==> src/rtl/gpc_ifu.sv <==
`default_nettype none
// ============================================================================
// gpc_ifu : Gwen core instruction fetch unit (PC, imem requests, word buffer)
// Option  : GPC_IFU_MISALIGN_TRAP_EN traps misaligned redirects into HALT
// Rev 1.0
// ============================================================================
module gpc_ifu #(
    parameter logic [31:0] RESET_PC = 32'h8000_0000,
    parameter int          DEPTH    = 2
) (
    input  logic        clk,
    input  logic        rst,
    input  logic        redirect_valid,
    input  logic [31:0] redirect_pc,
    input  logic        halt,
    output logic        imem_req_valid,
    input  logic        imem_req_ready,
    output logic [31:0] imem_req_addr,
    input  logic        imem_rsp_valid,
    input  logic [31:0] imem_rsp_data,
    output logic        inst_valid,
    input  logic        inst_ready,
    output logic [31:0] inst,
    output logic [31:0] inst_pc,
    output logic        halted,
    output logic        fetch_fault
);
    localparam int              c_AW        = $clog2(DEPTH);
    localparam int              c_CW        = c_AW + 1;
    localparam logic [c_CW:0]   c_DEPTH_EXT = (c_CW + 1)'(DEPTH);
    localparam logic [c_AW-1:0] c_PTR_ONE   = 1;
    localparam logic [c_CW-1:0] c_CNT_ONE   = 1;
    localparam logic [0:0]      c_RUN       = 1'b0;
    localparam logic [0:0]      c_HALT      = 1'b1;

    logic [0:0]      state_q, state_d;
    logic [31:0]     pc_q, pc_d, req_addr_q, req_addr_d, rsp_pc_q, rsp_pc_d;
    logic            req_valid_q, req_valid_d;
    logic [c_CW-1:0] cnt_q, cnt_d, infl_q, infl_d, drop_q, drop_d;
    logic [c_AW-1:0] rd_q, rd_d, wr_q, wr_d;
    logic [31:0]     buf_data_q [DEPTH];
    logic [31:0]     buf_pc_q   [DEPTH];

    logic            w_misalign, w_trap, w_redir, w_flush;
    logic            w_accept, w_push, w_pop, w_issue;
    logic [31:0]     w_target, w_pc_base;
    logic [c_CW:0]   w_used;

`ifdef GPC_IFU_MISALIGN_TRAP_EN
    assign w_misalign = redirect_valid && (redirect_pc[1:0] != 2'b00);
`else
    assign w_misalign = 1'b0;
`endif

    // halt outranks redirect; a trapped redirect is treated exactly like a halt
    assign w_trap    = (state_q == c_RUN) && (halt || w_misalign);
    assign w_redir   = (state_q == c_RUN) && !halt && redirect_valid && !w_misalign;
    assign w_flush   = w_trap || w_redir || (state_q == c_HALT);
    assign w_target  = redirect_pc & 32'hFFFF_FFFC;
    assign w_pc_base = w_redir ? w_target : pc_q;

    assign w_accept  = req_valid_q && imem_req_ready;
    assign w_push    = imem_rsp_valid && (drop_q == '0) && !w_flush;
    assign w_pop     = inst_valid && inst_ready && !w_flush;

    // FSM: state register
    always_ff @(posedge clk) begin
        if (rst) state_q <= c_RUN;
        else     state_q <= state_d;
    end

    // FSM: next state
    always_comb begin
        state_d = state_q;
        if (w_trap) state_d = c_HALT;
    end

    // FSM: outputs
    always_comb begin
        halted = (state_q == c_HALT);
    end

    // Credit looks at occupancy after this cycle's pushes, pops, accepts and returns
    assign w_used  = {1'b0, cnt_d} + {1'b0, infl_d};
    assign w_issue = (state_d == c_RUN) && (!req_valid_q || imem_req_ready) && (w_used < c_DEPTH_EXT);

    always_comb begin
        infl_d = infl_q + c_CW'(w_accept) - c_CW'(imem_rsp_valid);

        cnt_d = cnt_q;
        rd_d  = rd_q;
        wr_d  = wr_q;
        if (w_flush) begin
            cnt_d = '0;
            rd_d  = '0;
            wr_d  = '0;
        end else begin
            cnt_d = cnt_q + c_CW'(w_push) - c_CW'(w_pop);
            if (w_push) wr_d = wr_q + c_PTR_ONE;
            if (w_pop)  rd_d = rd_q + c_PTR_ONE;
        end

        // Everything already accepted or still waiting for accept belongs to the old stream
        drop_d = drop_q;
        if (w_trap || w_redir)
            drop_d = infl_d + c_CW'(req_valid_q && !imem_req_ready);
        else if (imem_rsp_valid && (drop_q != '0))
            drop_d = drop_q - c_CNT_ONE;

        req_valid_d = req_valid_q && !imem_req_ready;
        req_addr_d  = req_addr_q;
        pc_d        = w_pc_base;
        if (w_issue) begin
            req_valid_d = 1'b1;
            req_addr_d  = w_pc_base;
            pc_d        = w_pc_base + 32'd4;
        end

        rsp_pc_d = rsp_pc_q;
        if (w_redir)     rsp_pc_d = w_target;
        else if (w_push) rsp_pc_d = rsp_pc_q + 32'd4;
    end

    always_ff @(posedge clk) begin
        if (rst) begin
            pc_q        <= RESET_PC;
            req_addr_q  <= RESET_PC;
            rsp_pc_q    <= RESET_PC;
            req_valid_q <= 1'b0;
            cnt_q       <= '0;
            infl_q      <= '0;
            drop_q      <= '0;
            rd_q        <= '0;
            wr_q        <= '0;
        end else begin
            pc_q        <= pc_d;
            req_addr_q  <= req_addr_d;
            rsp_pc_q    <= rsp_pc_d;
            req_valid_q <= req_valid_d;
            cnt_q       <= cnt_d;
            infl_q      <= infl_d;
            drop_q      <= drop_d;
            rd_q        <= rd_d;
            wr_q        <= wr_d;
        end
    end

    always_ff @(posedge clk) begin
        if (w_push) begin
            buf_data_q[wr_q] <= imem_rsp_data;
            buf_pc_q[wr_q]   <= rsp_pc_q;
        end
    end

`ifdef GPC_IFU_MISALIGN_TRAP_EN
    logic fault_q;
    always_ff @(posedge clk) begin
        if (rst)                                   fault_q <= 1'b0;
        else if ((state_q == c_RUN) && !halt && w_misalign) fault_q <= 1'b1;
    end
    assign fetch_fault = fault_q;
`else
    assign fetch_fault = 1'b0;
`endif

    assign imem_req_valid = req_valid_q;
    assign imem_req_addr  = req_addr_q;
    assign inst_valid     = (cnt_q != '0);
    assign inst           = inst_valid ? buf_data_q[rd_q] : '0;
    assign inst_pc        = inst_valid ? buf_pc_q[rd_q]   : '0;

endmodule
`default_nettype wire
==> config.mk <==
export PLATFORM = sky130hd
export DESIGN_NAME = gpc_ifu
export DESIGN_NICKNAME = d
export VERILOG_FILES = /design/src/rtl/gpc_ifu.sv
export SDC_FILE = /design/constraint.sdc
export NUM_CORES = 1
export LEC_CHECK = 0
export ABC_AREA = 1
export CAP_MARGIN = 10
export CORE_MARGIN = 5
export CORE_UTILIZATION = 60
export CTS_BUF_LIST = sky130_fd_sc_hd__clkbuf_4 sky130_fd_sc_hd__clkbuf_8
export DETAILED_ROUTE_END_ITERATION = 10
export GPL_ROUTABILITY_DRIVEN = 0
export GPL_TIMING_DRIVEN = 0
export PLACE_DENSITY = 0.87
export SYNTH_ARGS = -nofsm -noshare
export SYNTH_HDL_FRONTEND = slang
export SYNTH_SLANG_ARGS = --single-unit
==> constraint.sdc <==
create_clock -name clk -period 6.8 [get_ports clk]
set_input_delay 0.68 -clock clk [delete_from_list [all_inputs] [get_ports clk]]
set_output_delay 0.68 -clock clk [all_outputs]
set_load 0.03 [all_outputs]
# [After elaboration in Yosys (flattened, before gate mapping)]
# Memories as Yosys holds them, arrays and structs flattened. A register that Yosys moved wholly into a read port is not among the register bits.
# Index checks and enable logic that the tools add are counted.
[classes] n_addsub=11 order_cmp=1 muxes=17 bitwise=2 reduce_logical=26
[ops] cell="2-to-1 mux 32 bit" n=6
[ops] cell="adder 32 x 3 -> 32 bit (second input constant)" n=2
[ops] cell="logical AND 1 bit" n=12
[ops] cell="2-to-1 mux 1 bit" n=8
[ops] cell="nonzero test 2 bit" n=4
[ops] cell="adder 2 x 1 -> 2 bit" n=3
[ops] cell="2-to-1 mux 2 bit" n=3
[ops] cell="zero test 1 bit" n=4
[ops] cell="OR reduction 2 bit" n=2
[ops] cell="subtractor 2 x 1 -> 2 bit" n=2
[ops] cell="adder 2 x 2 -> 3 bit" n=1
[ops] cell="logical OR 1 bit" n=3
[ops] cell="less-than comparator 3 x 2 -> 1 bit (second input constant)" n=1
[ops] cell="adder 1 bit (second input constant)" n=2
[ops] cell="zero test 2 bit" n=1
[ops] cell="NOT 1 bit" n=2
[ops] cell="subtractor 2 x 1 -> 2 bit (second input constant)" n=1
[word_totals] ff_bits=106 mem_bits_rw=128 output_inout_bits=100 word_cells=70 mem_count=2
[mem_list] name="buf_data_q" depth=2 width=32 read_ports=1 rd_ports_with_merged_regs=1 wr=1 line="41" rtl="logic [31:0] buf_data_q [DEPTH];"
[mem_list] name="buf_pc_q" depth=2 width=32 read_ports=1 rd_ports_with_merged_regs=1 wr=1 line="42" rtl="logic [31:0] buf_pc_q [DEPTH];"

# [Logic depth before layout (Yosys ltp)]
# Gate-level depths: netlist of run 1.
[logic_depth] ltp_word=14 depth_mapped=24

# [Least setup slack after synthesis of run 1]
# No wires, ideal clock.
[synth_path] path_kind="input -> register" startpoint="in halt" endpoint="mem buf_data_q[0][0] (enable)" setup_ns=0.482 arrival_time_ns=3.829 path_slack_ns=2.489 path_stages=5 path_buffers=0 path_cell_list="o21ai_2 > nand2_1 > nor2_2 > inv_2 > nor2_1"
[synth_between] elab_chain_len=9 word_cells_on_any_way=10
[synth_lines] element="from (decl)" line="15" rtl="input logic halt,"
[synth_lines] element="zero test 1 bit" line="57" rtl="assign w_redir = (state_q == c_RUN) && !halt && redirect_valid && !w_misalign;"
[synth_lines] element="logical AND 1 bit (2 in series)" line="57"
[synth_lines] element="logical OR 1 bit * (2 in series)" line="58" rtl="assign w_flush = w_trap || w_redir || (state_q == c_HALT);"
[synth_lines] element="zero test 1 bit *" line="63" rtl="assign w_push = imem_rsp_valid && (drop_q == '0) && !w_flush;"
[synth_lines] element="logical AND 1 bit *" line="63"
[synth_lines] element="2-to-1 mux 1 bit *" line="149" rtl="if (w_push) begin"
[synth_lines] element="2-to-1 mux 1 bit (implied by the code) *" line="150" rtl="buf_data_q[wr_q] <= imem_rsp_data;"
[synth_lines] element="to (decl)" line="41"
# Mark *: on every way between the ends. The rest lies on a longest branch, timed or not.

# [Final worst setup path of run 1]
[layout_path] startpoint="in redirect_valid" endpoint="reg req_addr_q[6], in the netlist imem_req_addr[6]"
[layout_between] elab_chain_len=11 word_cells_on_any_way=13
[layout_lines] element="from (decl)" line="13" rtl="input logic redirect_valid,"
[layout_lines] element="logical AND 1 bit *" line="57"
[layout_lines] element="logical OR 1 bit (2 in series)" line="58"
[layout_lines] element="zero test 1 bit" line="63, 64"
[layout_lines] element="logical AND 1 bit" line="63"
[layout_lines] element="adder 2 x 1 -> 2 bit" line="98" rtl="cnt_d = cnt_q + c_CW'(w_push) - c_CW'(w_pop);"
[layout_lines] element="subtractor 2 x 1 -> 2 bit" line="98"
[layout_lines] element="2-to-1 mux 2 bit" line="93" rtl="if (w_flush) begin"
[layout_lines] element="adder 2 x 2 -> 3 bit" line="84" rtl="assign w_used = {1'b0, cnt_d} + {1'b0, infl_d};"
[layout_lines] element="less-than comparator 3 x 2 -> 1 bit" line="85" rtl="assign w_issue = (state_d == c_RUN) && (!req_valid_q || imem_req_ready) && (w_used < c_DEPTH_EXT);"
[layout_lines] element="logical AND 1 bit" line="85"
[layout_lines] element="to (signal assigned)" line="137" rtl="req_addr_q <= req_addr_d;"
[layout_lines] element="to (decl)" line="37" rtl="logic [31:0] pc_q, pc_d, req_addr_q, req_addr_d, rsp_pc_q, rsp_pc_d;"
# Marks and branches as above.
# A chain may end at the register's enable or synchronous reset.

==> reports/metrics.yaml, run 1 <==
status:
  status: "finished, final reports clean"
route:
  drc_errors: 0
  ant_nets: 0
  drt_wl_total_um: 29300
  wl_per_cell_um: 17.5
  drtIter0Drc: 709
  num_vias: 9423
  vias_per_cell: 5.63
  firstDrtPassIters: 5
sta:
  layout_setup_ws_ps: 2240
  slew-limit-headroom_pct: 35.8
  rsz0062_at_grt: "no"
  max_freq_mhz: 219
  setup_viol: 0
  final-max-slew-violation-count: 0
  finalHoldViolCount: 0
  worst_pin_slew_ps: 959
  fin_crit_ps: 4560
  period_share_pct: 67.1
  fin_worst_skew_ps: 17.9
  finalSetupTns_ps: 0
cells_and_area:
  fin_nets: 1501
  layout-drive-gt1-share_pct: 13.7
  ff_latch_area_mm2: 0.00583
  area_delta_synth_final_pct: 26.9
  fillers: 1183
  multi_input_area_mm2: 0.00420
  antenna_cells: 0
  stdcell_count: 1674
clock_network:
  ctsHoldBuffers: 0
  path_clk_slew_ps: 60
  cts_htree_levels: 2
  cts_buffers: 37
  cts_root_buffer: "clkbuf_8"
  cts_buffer_depth: 3
  cts_sinks: 229
  cts_setup_buffers: 0
  tritoncts: "built"
  clk_latency_ps: 540
  cts.repair.resized: 0
floorplanning:
  fp.dieH_um: 143
  initial_core_util_pct: 61.3
  die_x_um: 143
  pin_count: 171
  die_area_mm2: 0.0205
  core_area_mm2: 0.0174
  rows: 48
worst_setup_path:
  crit_path_end_kind: "flip-flop"
  rrSetupSlack_ps: 2470
  r2r_cells: 18
  rr_endpoint: "imem_req_addr[6]$_SDFFE_PP0P_"
  path_max_fanout: 10
  crit_required_ps: 7240
  reg2reg_from: "cnt_q[1]$_SDFF_PP0_"
  cp.arrival_ps: 5000
  startpoint_type: "input port"
  critical_path_class: "in2reg"
yosys:
  yosysUniqueCellTypes: 42
  synth_edf_count: 124
  synthTopCellsByArea: "edfxtp_1 (35%), dfxtp_1 (20%), nand2_1 (11%), a21oi_1 (6.1%), o21ai_0 (3.3%)"
  synth_seq_cells: 229
  yosys_warnings: 0
  synthArstFlopShare_pct: 0
  synth_largest_area_cell: "edfxtp_1"
  ys_seq_area_share_pct: 54.8
  syn-instance-count: 1212
  synthFlopType: "edfxtp_1"
  syn_avg_cell_area_um2: 8.77
  synthesis.area_mm2: 0.0106
  synth_top_area_share_pct: 35.0
grt:
  grt_max_degree: 27
  grt_use_total_pct: 28.4
  grt_pass1_vias: 9210
  antenna_found_initial: 0
  grt_overflow: 0
  grt_pass1_wl_um: 46100
place:
  dpl.cell_count: 1607
  dp_hpwl_um: 21200
  dp_slack_ps: 1790
  portBuffers: 164
power_and_ir_drop:
  p_sw_share_pct: 26.9
  p_clk_share_pct: 38.1
  p_int_mw: 2.48
  p_sw_mw: 0.911
  p_seq_share_pct: 47.2
  p_comb_share_pct: 14.7
  leakage_nw: 5.09
  power_density_mw_per_mm2: 251
  ir_worst_vdd_v: 0.000176
job:
  cap_violations: 0
worst_hold_path:
  hold_class: "reg2reg"
  hold_path_startpoint: "pc_q[0]$_SDFF_PP0_"
  whs_endpoint: "pc_q[0]$_SDFF_PP0_"
  holdPathStages: 2
[power groups by stage]
stage          logic (mW)  registers, mW  clock network (mW)
6_report            0.498           1.60                1.29
5_1_grt             0.540           1.61                1.36
4_1_cts             0.495           1.60                1.30
3_5_place_dp        0.488           1.63                   0
3_3_place_gp        0.471           1.63                   0
2_1_floorplan       0.244           1.67                   0
[metrics by stage]
stage | util (%) | cell area [um^2] | power [mW] | hold WS [ps]
after CTS | 77.8 | 13500 | 3.39 | 452
final | 77.8 | 13500 | 3.39 | 451
after detailed placement | 73.0 | 12700 | 2.12 | 444
after global routing | 77.8 | 13500 | 3.51 | 470
after floorplan | - | 10600 | 1.91 | 425
after global placement | 72.4 | 12600 | 2.10 | 438
[worst max path at each step]
| stage | startpoint | end | slack [ps] | depth (start not counted) |
|---|---|---|---|---|
| 3_5_place_dp | redirect_valid | imem_req_addr[22]$_SDFFE_PP0P_ | 1790 | 19 |
| 3_3_place_gp | redirect_valid | buf_data_q[0][14]$_DFFE_PP_ | 420 | 6 |
| 4_1_cts | redirect_valid | imem_req_addr[6]$_SDFFE_PP0P_ | 2260 | 19 |
| 2_1_floorplan | halt | buf_data_q[0][0]$_DFFE_PP_ | 2490 | 5 |
| 5_1_grt | redirect_valid | imem_req_addr[6]$_SDFFE_PP0P_ | 2010 | 19 |
| 6_report | redirect_valid | imem_req_addr[6]$_SDFFE_PP0P_ | 2240 | 19 |
[registers in the layout, indices dropped and copies added (netlist names), named ones only]
| register | flops |
|---|---|
| pc_q | 32 |
| cnt_q | 2 |
| buf_pc_q | 60 |
| rsp_pc_q | 30 |
| wr_q | 1 |
| imem_req_addr | 32 |
| imem_req_valid | 1 |
| rd_q | 1 |
| infl_q | 2 |
| halted | 1 |
| buf_data_q | 64 |
| drop_q | 2 |
[logic make-up after synthesis]
| logic type | count (synthesis) | synth area share, % |
|---|---|---|
| other | 1 | 0.0353 |
| AO/OA/AOI/OAI | 238 | 11.8 |
| AND/OR/NAND/NOR | 571 | 25.1 |
| XOR/XNOR | 15 | 1.24 |
| adder cells (fa/ha/maj) | 9 | 1.13 |
| buffers and inverters | 149 | 5.94 |
| flip-flops | 229 | 54.8 |
[worst max-delay path: stages]
cell,delay [ps]
clkdlybuf4s50_1,570
o21ai_2,250
nand2_1,160
nor2_2,260
inv_2,180
ha_1,310
inv_1,40
ha_1,170
xor2_1,170
or2_2,320
fa_1,550
nand2_1,50
inv_1,60
nand2_2,60
nor2_4,110
buf_2,280
clkbuf_1,390
o21ai_0,180
a21oi_1,220
[area by class of cell]
type	count	share of cell area, %
buffer	55	2.07
sequential	229	43.2
inverter	94	2.61
multi-input combinational	836	31.1
clock buffer	65	6.03
timing repair buffer	168	12.8
tap	225	2.09
clock inverter	2	0.121
[synthesized netlist by cell type (2+ instances only)]
| cell | number |
|---|---|
| nand2_1 | 313 |
| a21oi_1 | 130 |
| edfxtp_1 | 124 |
| dfxtp_1 | 105 |
| nor2_1 | 88 |
| inv_1 | 80 |
| o21ai_0 | 70 |
| nand3_1 | 43 |
| nand2_2 | 34 |
| clkbuf_1 | 31 |
| a31oi_1 | 25 |
| nor3_1 | 23 |
| nor2_2 | 15 |
| inv_2 | 14 |
| nand2_4 | 14 |
| buf_2 | 11 |
| nand4_1 | 11 |
| nor2_4 | 11 |
| nand3_2 | 10 |
| ha_1 | 8 |
| xnor2_1 | 8 |
| xor2_1 | 7 |
| buf_4 | 5 |
| nand3b_1 | 4 |
| buf_1 | 3 |
| buf_6 | 3 |
| o21ai_2 | 3 |
| a211oi_1 | 2 |
| o211ai_1 | 2 |
| o21ai_1 | 2 |
| or2_2 | 2 |
[cell usage in the layout (no fill, tap or decap), types with 4 or more instances in the layout]
master | netlist | final
ha_1 | 8 | 8
nand3_1 | 43 | 43
nor2_1 | 88 | 86
clkbuf_8 | 0 | 52
buf_2 | 11 | 11
nand2_4 | 14 | 14
clkbuf_4 | 0 | 13
dfxtp_1 | 105 | 105
xnor2_1 | 8 | 8
inv_2 | 14 | 14
nand3b_1 | 4 | 4
buf_4 | 5 | 5
nor2_2 | 15 | 15
nor2_4 | 11 | 13
a31oi_1 | 25 | 25
nor3_1 | 23 | 23
nand3_2 | 10 | 10
nand2_2 | 34 | 34
edfxtp_1 | 124 | 124
o21ai_0 | 70 | 70
nand4_1 | 11 | 11
clkdlybuf4s50_1 | 0 | 164
a21oi_1 | 130 | 130
buf_12 | 1 | 4
clkbuf_1 | 31 | 31
inv_1 | 80 | 80
xor2_1 | 7 | 7
nand2_1 | 313 | 313
[metal layers]
layer | track usage, % | vias to the layer above | part of all wire, %
met5 | 0 | - | 0
met4 | 12.2 | 0 | 4.0
met3 | 5.53 | 99 | 9.4
met2 | 48.1 | 519 | 48
met1 | 35.5 | 4337 | 39
li1 | - | 4468 | -
(Power assumes the default switching activity.)
==> inputs of run 2 (changes only) <==
--- a/config.mk
+++ b/config.mk
@@ -8,12 +8,12 @@
 export ABC_AREA = 1
 export CAP_MARGIN = 10
 export CORE_MARGIN = 5
-export CORE_UTILIZATION = 60
+export CORE_UTILIZATION = 56
 export CTS_BUF_LIST = sky130_fd_sc_hd__clkbuf_4 sky130_fd_sc_hd__clkbuf_8
 export DETAILED_ROUTE_END_ITERATION = 10
 export GPL_ROUTABILITY_DRIVEN = 0
 export GPL_TIMING_DRIVEN = 0
-export PLACE_DENSITY = 0.87
+export PLACE_DENSITY = 0.82
 export SYNTH_ARGS = -nofsm -noshare
 export SYNTH_HDL_FRONTEND = slang
 export SYNTH_SLANG_ARGS = --single-unit
==> constraint.sdc (replaced) <==
create_clock -name clk -period 4.7 [get_ports clk]
set_input_delay 0.47 -clock clk [delete_from_list [all_inputs] [get_ports clk]]
set_output_delay 0.47 -clock clk [all_outputs]
set_load 0.03 [all_outputs]
==> run 2 against run 1 <==
Compared with the run above:
- clock skew up 3.4 ps
- register-to-register slack worse by 2000 ps
- sequential share of layout area up 0.32 points
- setup slack got worse by 1900 ps
- hold slack improved by 0.60 ps
- core utilization shrank 6.1 points
- via count fell by 1.1%
- cell area down 0.73%
- first-iteration DRC count is 6.8% lower
- flip-flop and latch count is the same
- non-clock buffer count unchanged
- critical path type unchanged
- largest power group unchanged
- highest routed layer unchanged
==> reports/metrics.yaml, run 2 (synthesized netlist as in run 1, its figures left out) <==
worst_setup_path:
  crit_path_end_kind: "flip-flop"
  slowest_delay_ps: 560  # about the same
  startpoint_type: "input port"
  path_max_fanout: 10  # unchanged
  critPathSlowestCell: "clkdlybuf4s50_1"
  crit_required_ps: 5110  # -2130 ps
  critPathBufInv: 6  # unchanged
  critical_path.top_delay_family: "simple AND/OR/NAND/NOR gates"
  critical_path_class: "in2reg"
  path_common_cell: "nand2_1"
  crit_path_cell_trace: "clkdlybuf4s50_1, o21ai_2, nand2_1, nor2_2, inv_2, ha_1, inv_1, ha_1, xor2_1, or2_2, fa_1, nand2_1, inv_1, nand2_2, nor2_4, buf_2, buf_2, nand2_1, nor3_1, nor2_1"
  cp.arrival_ps: 4730  # -270 ps
route:
  num_vias: 9321  # -1.1%
  drt_wl_total_um: 28900  # -1.4%
  drc_errors: 0  # unchanged
  wl_per_cell_um: 17.2  # -1.9%
  vias_per_cell: 5.54  # -1.6%
  firstDrtPassIters: 5  # unchanged
  drtIter0Drc: 661  # -6.8%
  ant_nets: 0  # unchanged
grt:
  grt_max_degree: 30  # +11%
  grt_pass1_vias: 8976  # -2.5%
  grt_pass1_wl_um: 45900  # -0.52%
  grt_overflow: 0  # unchanged
  antenna_found_initial: 0  # unchanged
  grt_use_total_pct: 26.1  # -2.3 points
power_and_ir_drop:
  ir_worst_vdd_v: 0.000269  # +53%
  power_density_mw_per_mm2: 351  # +40%
  leakage_nw: 5.04  # -1.1%
clock_network:
  ctsHoldBuffers: 0  # unchanged
  path_clk_slew_ps: 60  # about the same
  clk_latency_ps: 530  # about the same
  cts_htree_levels: 2  # unchanged
  cts.repair.resized: 0  # unchanged
  cts_root_buffer: "clkbuf_8"
  cts_sinks: 229  # unchanged
  cts_setup_buffers: 0  # unchanged
  cts_buffer_depth: 3  # unchanged
  tritoncts: "built"
  cts_buffers: 37  # unchanged
cells_and_area:
  largest_reg_flops: 64  # unchanged
  final_common_cell: "nand2_1"
  reg_top3: "buf_data_q x64, buf_pc_q x60"
  post-route-util_pct: 71.6  # -6.1 points
  area_delta_synth_final_pct: 26.0
  regMostFlops: "buf_data_q"
  stdcell_count: 1682  # +0.48%
  antenna_cells: 0  # unchanged
  layout-drive-gt1-share_pct: 13.2  # -0.47 points
  fin_nets: 1501  # unchanged
  final_cell_mix: "nand2_1 (313), clkdlybuf4s50_1 (164), a21oi_1 (130), edfxtp_1 (124), dfxtp_1 (105)"
  final_cell_area_mm2: 0.0134  # -0.73%
sta:
  final-max-slew-violation-count: 0  # unchanged
  finalHoldViolCount: 0  # unchanged
  rsz0062_at_grt: "no"
  slew-limit-headroom_pct: 37.4  # +1.6 points
  worst_pin_slew_ps: 935  # -23.5 ps
  max_freq_mhz: 231
  fin_worst_skew_ps: 21.3  # +3.37 ps
  worst_hold_slack_ps: 452  # +0.603 ps
  fin_crit_ps: 4320
  setup_viol: 0  # unchanged
  period_share_pct: 91.9
status:
  status: "finished, final reports clean"
floorplanning:
  die_x_um: 148  # +3.3%
  core_area_mm2: 0.0187  # +7.8%
  rows: 50  # +4.2%
  pin_count: 171  # unchanged
  die_area_mm2: 0.0218  # +6.6%
  fp.dieH_um: 148  # +3.3%
  initial_core_util_pct: 56.8  # -4.4 points
job:
  cap_violations: 0  # unchanged
place:
  portBuffers: 164  # unchanged
  place_area_mm2: 0.0127  # about the same
  dp_hpwl_um: 21000  # -0.70%
  dpl.cell_count: 1616  # +0.56%
worst_hold_path:
  hold_class: "in2reg"
run 2: path summary, 6_finish.rpt:
check | from | endpoint | slack (ps) | cells after the start
worst max-delay path | redirect_valid | pc_q[14]$_SDFF_PP0_ | 380 | 20
worst min-delay path | rst | drop_q[1]$_SDFFE_PP0P_ | 450 | 2
worst max register to register | cnt_q[1]$_SDFF_PP0_ | pc_q[14]$_SDFF_PP0_ | 460 | 19
worst min register to register | pc_q[1]$_SDFF_PP0_ | pc_q[1]$_SDFF_PP0_ | 460 | 2
run 2: area by class of cell:
type,count,area [um^2]
inverter,94,353
timing repair buffer,168,1730
tap,234,293
sequential,229,5830
fill,1396,5310
multi-input combinational,836,4200
buffer,55,279
clock inverter,12,57.6
clock buffer,54,662
run 2: through the flow:
stage / worst slack, ps / setup TNS, ps / total power, mW
5_1_grt: 82.6 / 0 / 4.89
4_1_cts: 464 / 0 / 4.72
3_5_place_dp: -68.2 / -776 / 3.06
3_3_place_gp: -1460 / -179320 / 3.04
2_1_floorplan: 451 / 0 / 2.77
6_report: 380 / 0 / 4.70
run 2: metal layers:
| layer | wire length (um) | GRT usage, % | part of all wire (%) | vias to the layer above |
|---|---|---|---|---|
| met1 | 11600 | 33.1 | 40 | 4291 |
| met5 | 0 | 0 | 0 | - |
| li1 | - | - | - | 4477 |
| met4 | 951 | 10.5 | 3.3 | 0 |
| met2 | 13700 | 43.8 | 48 | 477 |
| met3 | 2590 | 5.46 | 9.0 | 76 |
run 2: report_power, final:
part	switching, mW	internal, mW	leakage, nW
combinational	0.450	0.269	2.69
clock	0.763	0.905	0.380
sequential	0.0802	2.24	1.97
run 2: worst reg2reg max path: stages (launching register included):
cell and delay [ps]:
dfxtp_1 320, nor2_1 720, inv_1 130, nand2_1 150, nor2_1 60, ha_1 270, inv_1 40, ha_1 170
xor2_1 170, or2_2 320, fa_1 540, nand2_1 50, inv_1 60, nand2_2 60, nor2_4 110, buf_2 260
buf_2 310, nand2_1 130, nor3_1 220, nor2_1 80
